--- config.mk ---
export PLATFORM = sky130hd
export DESIGN_NAME = serial_add_host
export DESIGN_NICKNAME = d
export VERILOG_FILES = /design/src/rtl/serial_pkg.sv /design/src/rtl/serial_shreg.sv /design/src/rtl/serial_add_host.sv
export SDC_FILE = /design/constraint.sdc
export NUM_CORES = 1
export LEC_CHECK = 0
export CORE_MARGIN = 1.5
export CORE_UTILIZATION = 45
export CTS_BUF_LIST = sky130_fd_sc_hd__clkbuf_8
export CTS_CLUSTER_SIZE = 28
export DETAILED_ROUTE_END_ITERATION = 10
export PLACE_DENSITY = 0.77
export SYNTH_ARGS = -nofsm -noshare
export SYNTH_HDL_FRONTEND = slang
export SYNTH_SLANG_ARGS = --single-unit
--- constraint.sdc ---
create_clock -name clk -period 3.33 [get_ports clk]
set_input_delay 0.333 -clock clk [delete_from_list [all_inputs] [get_ports clk]]
set_output_delay 0.333 -clock clk [all_outputs]
set_load 0.01 [all_outputs]
--- src/rtl/serial_pkg.sv ---
// Shared types for the bit-serial add host.
// FSM encoding and default operand width.
package serial_pkg;

  localparam int WIDTH_DEF = 4;

  typedef enum logic [1:0] {
    IDLE  = 2'd0,
    SHIFT = 2'd1,
    DONE  = 2'd2
  } state_t;

endpackage

--- src/rtl/serial_shreg.sv ---
// Right shift register with parallel load.
// Serial data enters at the MSB and leaves from bit 0.
module serial_shreg #(
  parameter int WIDTH = 4
) (
  input  logic             clk,
  input  logic             rst,
  input  logic             i_load,
  input  logic [WIDTH-1:0] i_d,
  input  logic             i_shift,
  input  logic             i_sin,
  output logic             o_sout,
  output logic [WIDTH-1:0] o_q
);

  logic [WIDTH-1:0] r_q;

  always_ff @(posedge clk or negedge rst) begin
    if (!rst) begin
      r_q <= '0;
    end else if (i_load) begin
      r_q <= i_d;
    end else if (i_shift) begin
      r_q <= {i_sin, r_q[WIDTH-1:1]};
    end
  end

  assign o_sout = r_q[0];
  assign o_q    = r_q;

endmodule

--- src/rtl/serial_add_host.sv ---
// Feeds parallel operands LSB-first to an external
// serial adder and reassembles the parallel result.
module serial_add_host
  import serial_pkg::*;
#(
  parameter int WIDTH = WIDTH_DEF
) (
  input  logic             clk,
  input  logic             rst,
  input  logic             in_valid,
  output logic             in_ready,
  input  logic [WIDTH-1:0] a,
  input  logic [WIDTH-1:0] b,
  output logic             ser_a,
  output logic             ser_b,
  output logic             ser_valid,
  output logic             ser_first,
  input  logic             ser_sum,
  input  logic             ser_cy,
  output logic             out_valid,
  input  logic             out_ready,
  output logic [WIDTH-1:0] sum,
  output logic             cout,
  output logic             ovf
);

  localparam int CW = $clog2(WIDTH);

  state_t           r_state;
  state_t           w_next;
  logic [CW-1:0]    r_cnt;
  logic             r_cout;
  logic             r_ovf;
  logic             w_accept;
  logic             w_shift;
  logic             w_last;
  logic             w_a_bit;
  logic             w_b_bit;
  logic [WIDTH-1:0] w_res;
  logic [WIDTH-1:0] w_a_unused;
  logic [WIDTH-1:0] w_b_unused;
  logic             w_res_unused;

  assign w_accept = (r_state == IDLE) && in_valid;
  assign w_shift  = (r_state == SHIFT);
  assign w_last   = w_shift && (r_cnt == CW'(WIDTH - 1));

  always_ff @(posedge clk or negedge rst) begin
    if (!rst) begin
      r_state <= IDLE;
    end else begin
      r_state <= w_next;
    end
  end

  always_comb begin
    w_next = r_state;
    unique case (r_state)
      IDLE:    if (in_valid)  w_next = SHIFT;
      SHIFT:   if (w_last)    w_next = DONE;
      DONE:    if (out_ready) w_next = IDLE;
      default: w_next = IDLE;
    endcase
  end

  always_ff @(posedge clk or negedge rst) begin
    if (!rst) begin
      r_cnt <= '0;
    end else if (w_accept) begin
      r_cnt <= '0;
    end else if (w_shift) begin
      r_cnt <= r_cnt + 1'b1;
    end
  end

  // On the last bit the operand LSBs hold the captured MSBs.
  always_ff @(posedge clk or negedge rst) begin
    if (!rst) begin
      r_cout <= 1'b0;
      r_ovf  <= 1'b0;
    end else if (w_last) begin
      r_cout <= ser_cy;
      r_ovf  <= (w_a_bit == w_b_bit)
             && (ser_sum != w_a_bit);
    end
  end

  serial_shreg #(.WIDTH(WIDTH)) u_opa (
    .clk     (clk),
    .rst     (rst),
    .i_load  (w_accept),
    .i_d     (a),
    .i_shift (w_shift),
    .i_sin   (1'b0),
    .o_sout  (w_a_bit),
    .o_q     (w_a_unused)
  );

  serial_shreg #(.WIDTH(WIDTH)) u_opb (
    .clk     (clk),
    .rst     (rst),
    .i_load  (w_accept),
    .i_d     (b),
    .i_shift (w_shift),
    .i_sin   (1'b0),
    .o_sout  (w_b_bit),
    .o_q     (w_b_unused)
  );

  serial_shreg #(.WIDTH(WIDTH)) u_res (
    .clk     (clk),
    .rst     (rst),
    .i_load  (1'b0),
    .i_d     ('0),
    .i_shift (w_shift),
    .i_sin   (ser_sum),
    .o_sout  (w_res_unused),
    .o_q     (w_res)
  );

  assign in_ready  = (r_state == IDLE);
  assign out_valid = (r_state == DONE);
  assign ser_valid = w_shift;
  assign ser_first = w_shift && (r_cnt == '0);
  assign ser_a     = w_shift && w_a_bit;
  assign ser_b     = w_shift && w_b_bit;
  assign sum       = w_res;
  assign cout      = r_cout;
  assign ovf       = r_ovf;

endmodule

==> results.ini <==
[outcome]
outcome = complete, no violations

[cells_and_area]
final_cells = 131
finalInstanceArea_sq_um = 1184
diodes = 0
layout.nets = 123
syn_to_final_growth_pct = 33.43
fin_util_pct = 66.39
nFillCells = 153
drive_above_1_share_pct = 11.32

[timing]
period_minus_slack_ns = 2.515
fin_skew_ns = 0.0005410
slew_viol_final = 0
grt_setup_unrepaired = false
worst_pin_slew_ns = 0.7971
max_freq_mhz = 397.6
setup_violations = 0
tns_ns = 0
hold_slack_ns = 0.5074
hold_viol_final = 0
finalCritPeriodShare_pct = 75.52
final.setup.worst_slack_ns = 0.8152
relSlewSlack_pct = 46.70

[place]
gp_congestion = 0.8336
port_buffers = 25
hpwl_mm = 1.227
dpl_worst_slack_ns = 1.094
numPlacedInstances = 127
placed_area_sq_um = 1129

[floorplan]
fp.dieW_microns = 47.40
start_util_pct = 49.75
rows = 15
core_sq_um = 1783
ios = 26
die_area_sq_um = 2247
die_h_microns = 47.40

[synth]
ys_seq_elements = 18
syn_area_sq_um = 887.1
avgSynthCellArea_sq_um = 10.82
muxShareOfSynthArea_pct = 8.463
synth_cells = 82
synth-compound-area-share_pct = 17.07
synth.distinct_cells = 24
synthAdderAreaFrac_pct = 2.821
synth-simple-area-share_pct = 14.67
synth.net_count = 98
synth_xor_area_share_pct = 0
ys_seq_area_share_pct = 50.78
synth_top_family_by_area = compound AO/OA/AOI/OAI gates
ys_warn_count = 0

[clock_network]
clockBufferDepth = 2
cts_setup_buffers = 0
cts_sinks = 18
clk_latency_ns = 0.24
h-tree-depth = 1
cts_tree = done
clk_pin_slew_ns = 0.06
cts_resized = 0
cts_hold_buffers = 0
cts_made_buffers = 3
cts_root_buf = clkbuf_8

[power_and_ir_drop]
power_mw = 1.083
peakVddDrop_mv = 0.4234
p_leak_nw = 0.5277
power_density_nw_per_um2 = 914.6

[worst_hold_path]
hp-class = reg2reg

[worst_setup_path]
cp-start-kind = flip-flop
path_class = reg2out
cp.arrival_ns = 2.18
cp-end-kind = output port
worstPathRequired_ns = 3.00
critPathMaxFanout = 16

[flow_run]
maxCapViolCount = 0

[detailed_routing]
num_vias = 672
dr.pass1.iters = 4
wire_per_inst_microns = 12.66
via_per_inst = 5.130
ant_nets = 0
drc_errors = 0
drt_iter0_markers = 11
wl_mm = 1.658

[global_route]
antenna_found_initial = 0
grt_start_max_net_pins = 19
grt_pass1_vias = 632
overflow = 0
grt_usage_pct = 17.44
grt_pass1_wl_mm = 2.739

[cell usage after synthesis, drive strengths merged]
cell type / n / area (sq um)
mux2: 6 / 75.07
inv: 4 / 15.01
and2b: 4 / 30.03
nand2: 5 / 26.27
ha: 2 / 25.02
nor2: 4 / 15.01
buf: 5 / 40.04
dfrtp: 18 / 450.4
o21bai: 1 / 7.510
nor2b: 4 / 27.53
a21oi: 7 / 35.03
a22oi: 5 / 37.54
and2: 4 / 25.02
nand2b: 1 / 6.260
o22ai: 1 / 6.260
a32o: 1 / 10.01
a31oi: 1 / 6.260
a22o: 1 / 8.760
o21ai: 8 / 40.04
[critical path: stages (launching register included)]
cell             delay (ns)
dfrtp_1                0.52
nor2b_2                0.68
and2_1                 0.22
clkdlybuf4s50_1        0.53
[flip-flops by register name, indices dropped and copies added (netlist names)]
register   count
u_opa.o_q      4
r_cnt          2
u_res.o_q      4
ovf            1
cout           1
r_state        2
u_opb.o_q      4
[cells in the final DEF (no fill, tap or decap), types with 5 or more instances in the layout]
| cell | synthesis | routed |
|---|---|---|
| clkdlybuf4s50_1 | 0 | 25 |
| dfrtp_1 | 18 | 18 |
| o21ai_0 | 8 | 8 |
| a21oi_1 | 7 | 7 |
| a22oi_1 | 5 | 5 |
[layer usage]
metal / track usage, % / share of wire (%) / up-vias
li1: - / - / 330
met1: 22.06 / 47 / 322
met2: 29.19 / 48 / 16
met3: 3.846 / 4.3 / 4
met4: 6.111 / 1.1 / 0
met5: 0 / 0 / -
[where the power goes]
| part | internal (mW) | switching [mW] | total (mW) |
|---|---|---|---|
| Clock | 0.105 | 0.0650 | 0.170 |
| Sequential | 0.316 | 0.0913 | 0.407 |
| Combinational | 0.287 | 0.219 | 0.506 |
[cell families after synthesis]
kind of cell	after synthesis
buffers and inverters	9
AOI/OAI and AO/OA	25
DFF	18
and+or+nand+nor	22
adders and majority gates	2
muxes	6
[worst paths after layout]
| path | endpoint | slack, ns | cells after the start | start |
|---|---|---|---|---|
| setup / recovery | ser_a | 0.82 | 3 | r_state[0] |
| hold / removal | u_opa.o_q[1] | 0.51 | 2 | u_opa.o_q[1] |
| setup reg to reg | ovf | 1.56 | 3 | r_state[0] |
| hold reg to reg | u_opa.o_q[1] | 0.51 | 2 | u_opa.o_q[1] |
| max in group asynchronous | u_res.o_q[3] | 2.28 | 1 | rst |
| min in group asynchronous | u_opa.o_q[3] | 0.55 | 1 | rst |
[cell type report]
| cell class | instances | area, sq um | area share, % |
|---|---|---|---|
| Sequential cell | 18 | 450.4 | 38.05 |
| Clock buffer | 4 | 55.05 | 4.651 |
| Inverter | 4 | 15.01 | 1.268 |
| Timing Repair Buffer | 25 | 250.2 | 21.14 |
| Tap cell | 25 | 31.28 | 2.643 |
| Multi-Input combinational cell | 55 | 381.6 | 32.24 |
(Power assumes the default switching activity.)
